### src/rtl/mips_pkg.sv
// Shared definitions for the MIPS front end: opcodes, fetch FSM states,
// reset PC and instruction width.
package mips_pkg;

  localparam int unsigned INSTR_W = 32;

  localparam logic [31:0] PC_RESET_DEFAULT = 32'h0000_0000;

  localparam logic [5:0] R_TYPE = 6'b000000;
  localparam logic [5:0] LW     = 6'b100011;
  localparam logic [5:0] SW     = 6'b101011;
  localparam logic [5:0] BEQ    = 6'b000100;
  localparam logic [5:0] J      = 6'b000010;

  typedef enum logic [1:0] {
    REQ  = 2'd0,
    WAIT = 2'd1,
    HOLD = 2'd2
  } fetch_state_t;

endpackage

### src/rtl/ifetch_next_pc.sv
// Next-PC selection for the fetch stage: jump, taken beq, or sequential.
// Purely combinational; jump has priority over branch.
module ifetch_next_pc
  import mips_pkg::*;
#(
  parameter int unsigned ADDR_W = 32
) (
  input  logic [ADDR_W-1:0]  pc_plus4,
  input  logic [INSTR_W-1:0] instr,
  input  logic               branch,
  input  logic               zero,
  input  logic               jump,
  output logic [ADDR_W-1:0]  next_pc
);

  logic [ADDR_W-1:0] jump_target;
  logic [ADDR_W-1:0] branch_off;
  logic              unused_opcode;

  assign jump_target   = {pc_plus4[ADDR_W-1:28], instr[25:0], 2'b00};
  assign branch_off    = {{(ADDR_W-18){instr[15]}}, instr[15:0], 2'b00};
  assign unused_opcode = ^instr[31:26];

  // Priority select of the following PC.
  always_comb begin
    next_pc = pc_plus4;
    if (jump) begin
      next_pc = jump_target;
    end else if (branch && zero) begin
      next_pc = pc_plus4 + branch_off;
    end
  end

endmodule

### src/rtl/ifetch_unit.sv
// Instruction fetch stage: requests a word at pc, holds the returned
// instruction for the control unit until acknowledged, then advances pc.
// Optional macro IFETCH_PERF_CNT_EN adds fetch / wait-cycle counters.
module ifetch_unit
  import mips_pkg::*;
#(
  parameter int unsigned       ADDR_W   = 32,
  parameter logic [ADDR_W-1:0] PC_RESET = ADDR_W'(PC_RESET_DEFAULT)
) (
  input  logic                clk,
  input  logic                rst,
  output logic                imem_req_valid,
  input  logic                imem_req_ready,
  output logic [ADDR_W-1:0]   imem_addr,
  input  logic                imem_rsp_valid,
  input  logic [INSTR_W-1:0]  imem_rsp_data,
  output logic                instr_valid,
  output logic [INSTR_W-1:0]  instr,
  output logic [5:0]          opcode,
  output logic [5:0]          func,
  output logic [ADDR_W-1:0]   pc,
  output logic [ADDR_W-1:0]   pc_plus4,
  input  logic                instr_ack,
  input  logic                branch,
  input  logic                zero,
  input  logic                jump
`ifdef IFETCH_PERF_CNT_EN
  ,
  output logic [31:0]         perf_fetches,
  output logic [31:0]         perf_wait_cycles
`endif
);

  fetch_state_t       state, state_nxt;
  logic [ADDR_W-1:0]  pc_q;
  logic [ADDR_W-1:0]  next_pc;
  logic [INSTR_W-1:0] instr_q;
  logic               capture;
  logic               retire;

  ifetch_next_pc #(
    .ADDR_W (ADDR_W)
  ) u_next_pc (
    .pc_plus4 (pc_plus4),
    .instr    (instr_q),
    .branch   (branch),
    .zero     (zero),
    .jump     (jump),
    .next_pc  (next_pc)
  );

  // Next-state logic; capture/retire flag the datapath updates.
  always_comb begin
    state_nxt = state;
    capture   = 1'b0;
    retire    = 1'b0;
    unique case (state)
      REQ:  if (imem_req_ready) state_nxt = WAIT;
      WAIT: if (imem_rsp_valid) begin
              state_nxt = HOLD;
              capture   = 1'b1;
            end
      HOLD: if (instr_ack) begin
              state_nxt = REQ;
              retire    = 1'b1;
            end
      default: state_nxt = REQ;
    endcase
  end

  // State, PC and held-instruction registers.
  always_ff @(posedge clk) begin
    if (rst) begin
      state   <= REQ;
      pc_q    <= PC_RESET;
      instr_q <= '0;
    end else begin
      state <= state_nxt;
      if (capture) instr_q <= imem_rsp_data;
      if (retire)  pc_q    <= next_pc;
    end
  end

  assign imem_req_valid = (state == REQ);
  assign imem_addr      = pc_q;
  assign instr_valid    = (state == HOLD);
  assign instr          = instr_q;
  assign opcode         = instr_q[31:26];
  assign func           = instr_q[5:0];
  assign pc             = pc_q;
  assign pc_plus4       = pc_q + ADDR_W'(4);

`ifdef IFETCH_PERF_CNT_EN
  logic stalled;
  assign stalled = ((state == REQ)  && !imem_req_ready) ||
                   ((state == WAIT) && !imem_rsp_valid);

  // Retired-fetch and stall-cycle counters, wrapping at 2^32.
  always_ff @(posedge clk) begin
    if (rst) begin
      perf_fetches     <= '0;
      perf_wait_cycles <= '0;
    end else begin
      if (retire)  perf_fetches     <= perf_fetches + 32'd1;
      if (stalled) perf_wait_cycles <= perf_wait_cycles + 32'd1;
    end
  end
`endif

endmodule
### config.mk
export PLATFORM = sky130hd
export DESIGN_NAME = ifetch_unit
export DESIGN_NICKNAME = d
export VERILOG_FILES = /design/src/rtl/mips_pkg.sv /design/src/rtl/ifetch_next_pc.sv /design/src/rtl/ifetch_unit.sv
export SDC_FILE = /design/constraint.sdc
export NUM_CORES = 1
export LEC_CHECK = 0
export ABC_AREA = 1
export BUFFER_PORTS_ARGS = -buffer_cell sky130_fd_sc_hd__buf_2
export CAP_MARGIN = 5
export CORE_MARGIN = 5
export CORE_UTILIZATION = 50
export DETAILED_ROUTE_END_ITERATION = 12
export PLACE_DENSITY = 0.77
export SYNTH_ARGS = -nofsm -noshare
export SYNTH_HDL_FRONTEND = slang
export SYNTH_HIERARCHICAL = 1
export SYNTH_SLANG_ARGS = --single-unit
### constraint.sdc
create_clock -name clk -period 2.82 [get_ports clk]
set_input_delay 0.564 -clock clk [delete_from_list [all_inputs] [get_ports clk]]
set_output_delay 0.564 -clock clk [all_outputs]
set_load 0.02 [all_outputs]
Word level (Yosys, flattened, before mapping)
Index checks and enable logic that the tools add are counted.
{"block": "word_totals", "register_bits": 66, "latchBits": 0, "mem_bits_rw": 0, "mem_bits_ro": 0, "inputBits": 40, "output_inout_bits": 142, "word_cells": 23, "mem_count": 0}
{"block": "classes", "add_sub_neg": 2, "multipliers": 0, "div_mod_pow": 0, "magnitude_cmp": 0, "n_eq_ne": 5, "n_shift": 0, "n_mux": 10, "n_bitwise": 0, "n_reduce_logical": 3}
{"op": "$mux 32", "count": 2}
{"op": "$add 32x3->32 const B", "count": 1}
{"op": "$add 32x32->32", "count": 1}
{"op": "$mux 2", "count": 3}
{"op": "$pmux 2 s3", "count": 1}
{"op": "$mux 1", "count": 4}
{"op": "$ne 2x1->1 const B", "count": 2}
{"op": "$reduce_and 3->1", "count": 1}
{"op": "$eq 2x1->1 const B", "count": 1}
{"op": "$eq 2x2->1 const B", "count": 1}
{"op": "$logic_not 2->1", "count": 1}
{"op": "$ne 2x2->1 const B", "count": 1}
{"op": "$logic_and 1x1->1", "count": 1}

Depth between registers and ports, before layout
Gate-level depths: netlist of the first run.
{"block": "logic_depth", "depth_word": 4, "ltp_mapped": 23, "mapped_depth_nobuf": 23}

By module
The synthesis of the first run kept the hierarchy.
{"module": "ifetch_unit", "n_inst": 1, "cells_per_inst": 505, "area_per_inst_um2": 3606.0, "seq_area_each_um2": 1321.3}
{"module": "ifetch_next_pc", "n_inst": 1, "cells_per_inst": 555, "area_per_inst_um2": 2738.9, "seq_area_each_um2": 0.0}

Worst setup path after synthesis of the first run
OpenSTA, ideal clock, no wires.
{"block": "synth_path", "path_kind": "register to register", "startpoint": "register pc_q[3], in the netlist imem_addr[3]", "endpoint": "register pc_q[31], in the netlist imem_addr[31]", "setup_ps": 121, "arrival_time_ps": 2974, "required_time_ps": 2699, "setup_slack_ps": -275, "stages_incl_launch_ff": 20, "path_buffers": 0, "period_less_slack_ps": 3095, "cell_sequence": "dfxtp_1 -> ha_1 -> nand2_1 -> nor2_4 -> nand2_2 -> nor2_4 -> xor2_1 -> ha_1 -> a21oi_1 -> nand2_1 -> nand2_1 -> nand2_1 -> a21oi_1 -> nand2_1 -> nand2_1 -> nand3_1 -> nand2_1 -> nand2_1 -> nor2_1 -> a211oi_1"}
{"block": "synth_via", "elab_chain_len": 4}
{"item": "start: declaration", "line_no": "ifetch_unit.sv:35", "text": "logic [ADDR_W-1:0] pc_q;"}
{"item": "start signal: assignment", "line_no": "ifetch_unit.sv:80", "text": "if (retire) pc_q <= next_pc;"}
{"item": "$add 32x3->32", "line_no": "ifetch_unit.sv:91", "text": "assign pc_plus4 = pc_q + ADDR_W'(4);"}
{"item": "via pc_plus4[18]", "line_no": "ifetch_unit.sv:22", "text": "output logic [ADDR_W-1:0] pc_plus4,"}
{"item": "$add 32x32->32", "line_no": "ifetch_next_pc.sv:30", "text": "next_pc = pc_plus4 + branch_off;"}
{"item": "$mux 32", "line_no": "ifetch_next_pc.sv:29", "text": "end else if (branch && zero) begin"}
{"item": "$mux 32", "line_no": "ifetch_next_pc.sv:27", "text": "if (jump) begin"}
{"item": "via next_pc[31]", "line_no": "ifetch_unit.sv:36", "text": "logic [ADDR_W-1:0] next_pc;"}
The timed path passes the listed nets, and every way through them passes these cells.
A chain may end at the register's enable or synchronous reset.

Final worst setup path of the first run
{"block": "layout_path", "startpoint": "register pc_q[2], in the netlist imem_addr[2]", "endpoint": "register pc_q[13], in the netlist imem_addr[13]"}
{"block": "layout_via", "elab_chain_len": 4}
{"item": "$add 32x3->32 (*)", "line_no": "ifetch_unit.sv:91"}
{"item": "$add 32x32->32", "line_no": "ifetch_next_pc.sv:30"}
{"item": "$mux 32 (*)", "line_no": "ifetch_next_pc.sv:29"}
{"item": "$mux 32 (*)", "line_no": "ifetch_next_pc.sv:27"}
{"item": "via next_pc[13]", "line_no": "ifetch_unit.sv:36"}
Mark *: on every way through the listed nets, which the timed path passes. The rest lies on a longest branch.

==> run summary, run 1 <==
Outcome: finished, violations left
Failing checks: setup timing
Worst-margin pin slew: 0.827 ns
CTS Root Cell: clkbuf_16
Largest net degree at the start of global routing: 52
Top cells by area, synth: dfxtp_1 21%, nand2_1 21%, inv_1 6.4%
Synth Area per Inst: 5.99 µm²
FF+latch count, synth: 66
Setup-failing EPs final: 12
Post-DRT Antenna Nets: 0
Worst IR drop on VDD: 0.415 mV
WP depth: 19
Static leakage: 4.63 nW
R2R depth: 19
Post-synthesis sequential area ratio: 20.8%
Crit end category: register
Depth of the CTS H-tree: 3
Crit-path leading delay family: simple AND/OR/NAND/NOR gates
Die ar.: 15,000 µm²
CP Class: reg -> reg
Pint: 1.85 mW
Post-Place Cells: 1,452
Initial antenna violation count: 0
Data required, critical path: 3.07 ns
EDFF count, synth: 0
Drt first-iter violations: 1,073
Gr usage total: 31.5%
Number of clock sinks: 66
Hpwl dp: 18.5 mm
Later-pin clock latency in the skew report: 0.33 ns
Critical Path AT: 3.23 ns
Min-delay worst type: reg -> reg
Hold path depth: 2
Gr ovfl total: 0
Gate power share: 20.7%
Fin cells: 1,485
CP cell instances: ha_4 > nand2_4 > nor2_4 > nand2_4 > nor2_4 > xor2_4 > ha_4 > buf_6 > nand2_8 > inv_4 > a21oi_4 > nand3_4 > nand2_2 > inv_2 > nor2_2 > nor2_1 > o21ai_1 > nand3_1 > a21oi_2
Ant. Diodes: 0
Max_cap viols: 0
WL final: 26.1 mm
Core area: 12,500 µm²
IO buf count: 181
Post-DR vias/cell: 5.52
Setup slack, reg-to-reg: -0.16 ns
R2R Path End: imem_addr[13]
Max Buffers Root-to-Sink: 2
Area Overhead vs Synth: 46.8%
R2r startpoint: imem_addr[2]
Mapped Area: 6340 µm²
Worst rel slew slack: 44.9%
Total power draw: 2.63 mW
TritonRoute pass-1 iters: 8
Die width: 123 µm
Worst-path fanout max: 4
Final Wtd Congestion: 1.03
Clock Skew: 0.00867 ns
Post-layout minimum cycle time: 2.98 ns
Number of global-route vias before repair: 7,234
TritonCTS clock tree: built
Post-Synthesis Cells: 1,060
Unrepaired setup endpoints after global routing: true
Psw: 0.778 mW
Global-route wire length before repair: 37.4 mm
Share of layout cells above drive strength 1: 41.1%
Primary FF master, synth: dfxtp_1
WP buf/inv: 3
CP max-delay cell: dfxtp_4
Max stage delay on crit path: 0.37 ns
Reg power frac: 37.9%
Sw Share: 29.6%
Clock transition at the registers of the reported paths: 0.06 ns
Hold Path Origin: instr[31]
Hold Path End: instr[31]
Startpoint types: register
Nets: 1,379
Fillers: 990
Max Clock Freq: 336 MHz
Hold Fails Final Rpt: 0
Initial Util: 50.7%
Yosys warnings: 6
Final core occ: 74.4%
Synth Net Count: 1,131
Pwr dens: 282 nW/µm²
Final period util: 106%
Die height: 123 µm
DRC: 0
Clock power share: 41.4%
CTS Hold Buffers Added: 0
Slew Limit Fails: 0
Vias post-DR: 8,199
Yosys cell types: 40
Io pins: 182
Synth area leader: dfxtp_1
Area share of the largest cell type after synthesis: 20.8%
Drt wl/cell: 17.6 µm
PnR worst setup slack: -0.161 ns
Post-synth ARST share: 0%
Site row count: 41
Num CTS Buffers: 9
kinds of logic (layout without fill, tap and decap cells):
kind of cell             after synthesis  count (layout)  share of synthesized area [%]
AO/OA/AOI/OAI                        150             150                           13.7
buffers and inverters                196             449                           15.1
flip-flops                            66              66                           20.8
XOR/XNOR                              23              23                           3.17
adder cells (fa/ha/maj)               31              31                           6.23
AND/OR/NAND/NOR                      594             594                           41.0
worst reg2reg max path, delay by kind of cell, from the launching register on:
family / cells / cell delay, ns
AO/OA/AOI/OAI: 3 / 0.58
flip-flops: 1 / 0.37
adder cells (fa/ha/maj): 2 / 0.39
AND/OR/NAND/NOR: 10 / 1.13
buffers and inverters: 3 / 0.22
XOR/XNOR: 1 / 0.21
layer usage:
layer	part of all wire [%]	global-route usage [%]	vias up
li1	-	-	3861
met4	3.4	9.38	0
met5	0	0	-
met3	10	4.93	78
met2	46	50.8	507
met1	40	43.5	3753
synth_stat cells, types with 7 or more instances:
cell	number
nand2_2	11
nand4_1	38
nor2_4	8
nor2_1	102
a211oi_1	19
buf_2	14
o21ai_1	7
dfxtp_1	66
inv_1	109
o21ai_0	25
nand3_1	62
a21oi_1	72
ha_1	30
nand2_1	348
buf_4	50
clkbuf_1	16
xor2_1	17
nor2_2	7
o21a_1	13
worst max-delay path by stage:
stage                      start       endpoint
global route        imem_addr[3]  imem_addr[13]
detailed placement  imem_addr[3]  imem_addr[21]
global placement    imem_addr[2]  imem_addr[25]
CTS                 imem_addr[2]  imem_addr[21]
floorplan           imem_addr[3]  imem_addr[31]
finish              imem_addr[2]  imem_addr[13]
cell usage in the layout (no fill, tap or decap), types with 4 or more instances in the layout:
| cell type | Yosys | final |
|---|---|---|
| a211oi_1 | 19 | 16 |
| a21oi_1 | 72 | 54 |
| a21oi_2 | 3 | 15 |
| a21oi_4 | 0 | 6 |
| and2_1 | 4 | 4 |
| buf_2 | 14 | 181 |
| buf_4 | 50 | 136 |
| clkbuf_1 | 16 | 4 |
| clkbuf_16 | 0 | 9 |
| dfxtp_1 | 66 | 56 |
| dfxtp_2 | 0 | 7 |
| ha_1 | 30 | 5 |
| ha_4 | 0 | 25 |
| inv_1 | 109 | 102 |
| inv_2 | 2 | 7 |
| nand2_1 | 348 | 301 |
| nand2_2 | 11 | 46 |
| nand2_4 | 1 | 12 |
| nand3_1 | 62 | 56 |
| nand3_2 | 4 | 8 |
| nand4_1 | 38 | 38 |
| nor2_1 | 102 | 73 |
| nor2_2 | 7 | 25 |
| nor2_4 | 8 | 19 |
| o21a_1 | 13 | 13 |
| o21ai_0 | 25 | 23 |
| o21ai_1 | 7 | 6 |
| o21bai_1 | 6 | 4 |
| xnor2_1 | 6 | 6 |
| xor2_2 | 0 | 7 |
| xor2_4 | 0 | 7 |
power groups by stage:
stage | logic (mW) | registers, mW | clock network (mW)
finish | 0.544 | 0.995 | 1.09
global route | 0.579 | 0.997 | 1.13
CTS | 0.490 | 0.993 | 1.09
detailed placement | 0.469 | 1.01 | 0
global placement | 0.465 | 1.01 | 0
floorplan | 0.268 | 1.04 | 0
cell type report:
cell class              instances  area (µm²)  share of cell area, %
flip-flops and latches         66        1340                   14.4
clock inverters                 3        40.0                  0.430
clock buffers                  13         240                   2.58
inverters                     112         425                   4.57
well taps                     172         215                   2.31
repair buffers                321        1980                   21.3
multi-input cells             798        5070                   54.4
metrics by stage:
stage               setup TNS, ns  worst slack (ns)  cell area [µm²]  hold WS (ns)
CTS                      -0.00277          -0.00277             8580         0.478
detailed placement          -1.26            -0.200             7950         0.458
global route                -3.06            -0.243             9310         0.498
finish                     -0.815            -0.161             9310         0.473
floorplan                 -0.0257           -0.0188             6430         0.514
global placement           -0.821            -0.190             7950         0.450
registers in the layout, summed over array words and instances, names as in the netlist:
signal,cells
instr,32
imem_addr,32
state,2
repair_timing:
item | CTS | global route
hold endpoints to repair | 0 | 0
resized for setup | 54 | 153
pin swaps | 29 | 64
endpoints found under the setup margin | 17 | 25
buffers inserted | 9 | 8
No activity file was read; power rests on OpenSTA's default activity.
==> run 2: changes to the inputs <==
RECOVER_POWER = 100   (was default)
==> run summary, run 2 (same netlist as run 1, synthesis figures left out) <==
Start point of the critical path: imem_addr[15] (was imem_addr[2])
Nets: 1,379 (unchanged)
CTS Root Cell: clkbuf_16 (unchanged)
Hpwl dp: 18.5 mm (unchanged)
CP max-delay cell: dfxtp_1 (was dfxtp_4)
Worst IR drop on VDD: 0.415 mV (about the same)
Worst rel slew slack: 28.9% (was 44.9%)
Core area: 12,500 µm² (unchanged)
Drt wl/cell: 17.5 µm (was 17.6 µm)
R2r startpoint: imem_addr[15] (was imem_addr[2])
Post-DRT Antenna Nets: 0 (unchanged)
Die width: 123 µm (unchanged)
Setup_tns: -0.684 ns (was -0.815 ns)
GRT met1 Usage: 43.5% (unchanged)
Hold Path Origin: instr[31] (unchanged)
Worst-path fanout max: 4 (unchanged)
Fin cells: 1,485 (unchanged)
IO buf count: 181 (unchanged)
Unrepaired setup endpoints after global routing: true (unchanged)
CTS Hold Buffers Added: 0 (unchanged)
Num CTS Buffers: 9 (unchanged)
Met3 Usage GRT: 4.93% (unchanged)
Final core occ: 73.7% (was 74.4%)
Share of layout cells above drive strength 1: 36.2% (was 41.1%)
Commonest non-fill, non-tap cell in the layout: nand2_1 (unchanged)
WL final: 26.0 mm (was 26.1 mm)
Gr ovfl total: 0 (unchanged)
Die height: 123 µm (unchanged)
Critical Path AT: 3.11 ns (was 3.23 ns)
Crit-path leading delay family: simple AND/OR/NAND/NOR gates (unchanged)
Vias post-DR: 8,186 (was 8,199)
Max Buffers Root-to-Sink: 2 (unchanged)
Min-delay worst type: reg -> reg (unchanged)
PnR worst setup slack: -0.128 ns (was -0.161 ns)
TritonCTS clock tree: built (unchanged)
Crit end category: register (unchanged)
Data required, critical path: 2.98 ns (was 3.07 ns)
Most Frequent Cell on Critical Path: nand2_1
Pwr dens: 284 nW/µm² (was 282 nW/µm²)
Outcome: finished, violations left (unchanged)
CP Class: reg -> reg (unchanged)
Setup-failing EPs final: 11 (was 12)
Largest net degree at the start of global routing: 52 (unchanged)
CP cell instances: nand2_2 > nor2_2 > nand2_1 > nor2_4 > buf_4 > nand2_1 > nand2_1 > nand2_2 > ha_4 > nand2_2 > nor2_4 > nand2_1 > nor2_1 > nand2_1 > nand4_1 > nand3_2 > nand2_2 > nand2_1 > nor2_1 > a211oi_1 (was ha_4 > nand2_4 > nor2_4 > nand2_4 > nor2_4 > xor2_4 > ha_4 > buf_6 > nand2_8 > inv_4 > a21oi_4 > nand3_4 > nand2_2 > inv_2 > nor2_2 > nor2_1 > o21ai_1 > nand3_1 > a21oi_2)
Site row count: 41 (unchanged)
Later-pin clock latency in the skew report: 0.33 ns (about the same)
Most frequent cells in the layout: 301 x nand2_1, 135 x buf_4, 117 x buf_2 (was 301 x nand2_1, 181 x buf_2, 136 x buf_4)
Number of global-route vias before repair: 7,234 (unchanged)
Initial antenna violation count: 0 (unchanged)
Failing checks: setup timing (unchanged)
Met2 Use GR: 50.8% (unchanged)
Number of clock sinks: 66 (unchanged)
TritonRoute pass-1 iters: 6 (was 8)
Global-route wire length before repair: 37.4 mm (unchanged)
DRC: 0 (unchanged)
Post-layout minimum cycle time: 2.95 ns (was 2.98 ns)
Depth of the CTS H-tree: 3 (unchanged)
Ant. Diodes: 0 (unchanged)
Final Wtd Congestion: 1.03 (unchanged)
Slew Limit Fails: 0 (unchanged)
Static leakage: 4.35 nW (was 4.63 nW)
Gr usage total: 31.5% (unchanged)
Clock transition at the registers of the reported paths: 0.05 ns (was 0.06 ns)
Startpoint types: register (unchanged)
Drt first-iter violations: 1,084 (was 1,073)
Die ar.: 15,000 µm² (unchanged)
Clock Skew: 0.00939 ns (was 0.00867 ns)
Area Overhead vs Synth: 45.5% (was 46.8%)
Design Area, Final: 9230 µm² (was 9310 µm²)
DP Area: 7950 µm² (unchanged)
Initial Util: 50.7% (unchanged)
GRT busiest layer: met2 (unchanged)
Io pins: 182 (unchanged)
Worst-margin pin slew: 1.07 ns (was 0.827 ns)
Max_cap viols: 0 (unchanged)
Final period util: 105% (was 106%)
Max Clock Freq: 339 MHz (was 336 MHz)
Hold Fails Final Rpt: 0 (unchanged)
Post-Place Cells: 1,452 (unchanged)
Post-DR vias/cell: 5.51 (was 5.52)
WP buf/inv: 1 (was 3)
Max stage delay on crit path: 0.41 ns (was 0.37 ns)
[run 2: cell types whose count changed in the layout (fill, tap and decap cells not counted)]
cell      change
buf_2        -64
buf_4         -1
clkbuf_1     +65
[run 2: area by class of cell]
type                    count  area, µm²
clock buffers              13        240
repair buffers            321       1900
multi-input cells         798       5070
clock inverters             3       40.0
fillers                  1029       3290
inverters                 112        425
flip-flops and latches     66       1340
well taps                 172        215
[run 2: power breakdown]
group | switching (mW) | total [mW] | internal (mW)
clock | 0.405 | 1.09 | 0.683
combinational | 0.338 | 0.538 | 0.200
sequential | 0.0381 | 0.996 | 0.958
total | 0.780 | 2.62 | 1.84
[run 2: layer usage]
layer	vias to the layer above	wire length [µm]
met5	-	0
met4	0	904
met3	78	2350
met2	464	12100
met1	3781	10600
li1	3863	-
[run 2: through the flow]
| stage | worst slack, ns | total power, mW | hold slack, ns |
|---|---|---|---|
| 2_1_floorplan | -0.0188 | 1.30 | 0.514 |
| 3_3_place_gp | -0.190 | 1.48 | 0.450 |
| 3_5_place_dp | -0.200 | 1.48 | 0.458 |
| 4_1_cts | -0.00277 | 2.57 | 0.478 |
| 5_1_grt | -0.243 | 2.70 | 0.500 |
| 6_report | -0.128 | 2.62 | 0.478 |
[run 2: tightest hold or removal path: cells and delay by family, from the launching register on]
family / cells / cell delay [ns]
AO/OA/AOI/OAI: 1 / 0.05
flip-flops: 1 / 0.32
AND/OR/NAND/NOR: 1 / 0.06
[run 2: path summary, 6_finish.rpt]
kind                                 endpoint  slack [ns]  cells past startpoint
worst max register to register  imem_addr[24]       -0.13                     20
worst min register to register      instr[31]        0.48                      2
worst max-delay path            imem_addr[24]       -0.13                     20
worst min-delay path                instr[31]        0.48                      2
[run 2: what timing repair did]
item                                   4_1_cts  5_1_grt
setup endpoints to repair                   17       25
gates resized for setup                     54      153
pin swaps                                   29       64
buffers inserted                             9        8
endpoints found under the hold margin        0        0
==> run 3: changes to the inputs <==
CTS_BUF_LIST = sky130_fd_sc_hd__clkbuf_4 sky130_fd_sc_hd__clkbuf_8   (was default)
==> run summary, run 3 (same netlist as run 1, synthesis figures left out) <==
Global-route wire length before repair: 36.7 mm (was 37.4 mm)
CTS Hold Buffers Added: 0 (unchanged)
Hpwl dp: 18.5 mm (unchanged)
Critical Path AT: 3.28 ns (was 3.11 ns)
R2R depth: 18 (was 20)
Sw Share: 31.6% (was 29.8%)
CP cell instances: nand2_1 > nor2_1 > nand2_4 > nor2_4 > xor2_2 > ha_4 > buf_6 > nand2_4 > inv_2 > a21oi_4 > nand3_4 > nand2_2 > inv_2 > nor2_2 > nor2_1 > o21ai_1 > nand3_1 > a21oi_1 (was nand2_2 > nor2_2 > nand2_1 > nor2_4 > buf_4 > nand2_1 > nand2_1 > nand2_2 > ha_4 > nand2_2 > nor2_4 > nand2_1 > nor2_1 > nand2_1 > nand4_1 > nand3_2 > nand2_2 > nand2_1 > nor2_1 > a211oi_1)
Die width: 123 µm (unchanged)
Setup-failing EPs final: 18 (was 11)
Outcome: finished, violations left (unchanged)
Initial antenna violation count: 0 (unchanged)
Worst IR drop on VDD: 0.385 mV (was 0.415 mV)
Area Overhead vs Synth: 41.9% (was 45.5%)
CP Class: reg -> reg (unchanged)
Clock transition at the registers of the reported paths: 0.08 ns (was 0.05 ns)
CTS Root Cell: clkbuf_8 (was clkbuf_16)
Psw: 0.736 mW (was 0.780 mW)
CP max-delay cell: dfxtp_1 (unchanged)
Most frequent cells in the layout: 301 x nand2_1, 129 x buf_4, 110 x clkbuf_1 (was 301 x nand2_1, 135 x buf_4, 117 x buf_2)
WP buf/inv: 3 (was 1)
Num CTS Buffers: 9 (unchanged)
Design Area, Final: 9000 µm² (was 9230 µm²)
Data required, critical path: 3.08 ns (was 2.98 ns)
Max Clock Freq: 331 MHz (was 339 MHz)
Clock Skew: 0.0132 ns (was 0.00939 ns)
Pre-CTS setup slack: -0.200 ns (unchanged)
Fillers: 1,088 (was 1,029)
Startpoint types: register (unchanged)
TritonRoute pass-1 iters: 5 (was 6)
Later-pin clock latency in the skew report: 0.35 ns (was 0.33 ns)
Die height: 123 µm (unchanged)
Max Buffers Root-to-Sink: 2 (unchanged)
Largest net degree at the start of global routing: 52 (unchanged)
Crit end category: register (unchanged)
Depth of the CTS H-tree: 3 (unchanged)
Ant. Diodes: 0 (unchanged)
Die ar.: 15,000 µm² (unchanged)
Drt wl/cell: 16.9 µm (was 17.5 µm)
Pint: 1.60 mW (was 1.84 mW)
Drt first-iter violations: 1,084 (unchanged)
Initial Util: 50.7% (unchanged)
Number of clock sinks: 66 (unchanged)
Reg power frac: 42.6% (was 38.0%)
Slew Limit Fails: 0 (unchanged)
Min-delay worst type: reg -> reg (unchanged)
Gr ovfl total: 0 (unchanged)
Core area: 12,500 µm² (unchanged)
Crit-path leading delay family: simple AND/OR/NAND/NOR gates (unchanged)
Final period util: 107% (was 105%)
Site row count: 41 (unchanged)
DRC: 0 (unchanged)
WL final: 25.1 mm (was 26.0 mm)
Io pins: 182 (unchanged)
DP Area: 7950 µm² (unchanged)
Vias post-DR: 8,168 (was 8,186)
Commonest non-fill, non-tap cell in the layout: nand2_1 (unchanged)
Max_cap viols: 0 (unchanged)
Gr usage total: 30.9% (was 31.5%)
Unrepaired setup endpoints after global routing: true (unchanged)
Clock power share: 34.8% (was 41.5%)
IO buf count: 181 (unchanged)
Nets: 1,378 (was 1,379)
Final Wtd Congestion: 1.03 (unchanged)
PnR worst setup slack: -0.199 ns (was -0.128 ns)
Post-DR vias/cell: 5.50 (was 5.51)
Post-layout minimum cycle time: 3.02 ns (was 2.95 ns)
Hold path depth: 2 (unchanged)
Hold Fails Final Rpt: 0 (unchanged)
Worst rel slew slack: 28.8% (was 28.9%)
Worst-path fanout max: 4 (unchanged)
TritonCTS clock tree: built (unchanged)
WP depth: 18 (was 20)
Failing checks: setup timing (unchanged)
Number of global-route vias before repair: 7,199 (was 7,234)
Static leakage: 4.10 nW (was 4.35 nW)
Worst-margin pin slew: 1.07 ns (about the same)
Share of layout cells above drive strength 1: 32.5% (was 36.2%)
Gate power share: 22.6% (was 20.5%)
Max stage delay on crit path: 0.42 ns (was 0.41 ns)
Pwr dens: 259 nW/µm² (was 284 nW/µm²)
Post-DRT Antenna Nets: 0 (unchanged)
run 3: cell count changes in the layout (fill, tap and decap cells not counted), sizes merged:
cell,previous run,this run
buf,256,209
clkbuf,78,124
run 3: path summary, 6_finish.rpt:
path / start / to / slack (ns)
max: imem_addr[9] / imem_addr[13] / -0.20
max reg2reg: imem_addr[9] / imem_addr[13] / -0.20
min reg2reg: instr[15] / instr[15] / 0.46
min: instr[15] / instr[15] / 0.46
run 3: through the flow:
stage | total power, mW | util, % | hold WS, ns | TNS, ns | std cells
final | 2.33 | 71.9 | 0.465 | -1.43 | 1484
after global routing | 2.42 | 71.9 | 0.474 | -4.60 | 1484
after global placement | 1.48 | 63.5 | 0.450 | -0.821 | 1452
after CTS | 2.29 | 67.9 | 0.463 | -0.000736 | 1476
after floorplan | 1.30 | - | 0.514 | -0.0257 | 1060
after detailed placement | 1.48 | 63.5 | 0.458 | -1.26 | 1452
run 3: cell type report:
type                       instances  area, µm²  area share (%)
clock buffer                      13        154            1.71
clock inverter                     3       40.0           0.445
inverter                         112        420            4.67
multi-input combinational        798       5010            55.6
sequential                        66       1340            14.9
tap                              172        215            2.39
timing repair buffer             320       1830            20.3
run 3: metal layers:
layer | vias to the layer above | track usage [%] | routed length [µm]
met5 | - | 0 | 0
met4 | 0 | 9.45 | 831
met3 | 77 | 5.48 | 2310
met2 | 463 | 49.4 | 11600
met1 | 3770 | 42.5 | 10400
li1 | 3858 | - | -
run 3: worst register-to-register path, cell delays in order, from the launching register on:
cell	delay, ns
dfxtp_1	0.42
nand2_1	0.13
nor2_1	0.22
nand2_4	0.13
nor2_4	0.17
xor2_2	0.23
ha_4	0.26
buf_6	0.12
nand2_4	0.08
inv_2	0.05
a21oi_4	0.20
nand3_4	0.16
nand2_2	0.11
inv_2	0.04
nor2_2	0.08
nor2_1	0.05
o21ai_1	0.24
nand3_1	0.10
a21oi_1	0.12
run 3: power groups by stage:
| stage | clock [mW] | combinational [mW] | sequential [mW] |
|---|---|---|---|
| finish | 0.810 | 0.528 | 0.993 |
| global route | 0.859 | 0.564 | 0.996 |
| CTS | 0.811 | 0.491 | 0.990 |
| detailed placement | 0 | 0.469 | 1.01 |
| global placement | 0 | 0.465 | 1.01 |
| floorplan | 0 | 0.268 | 1.04 |
run 3: repair_timing:
item | CTS | global route
resized for setup | 56 | 141
pin swaps | 29 | 73
buffers inserted | 8 | 8
setup endpoints to repair | 17 | 24
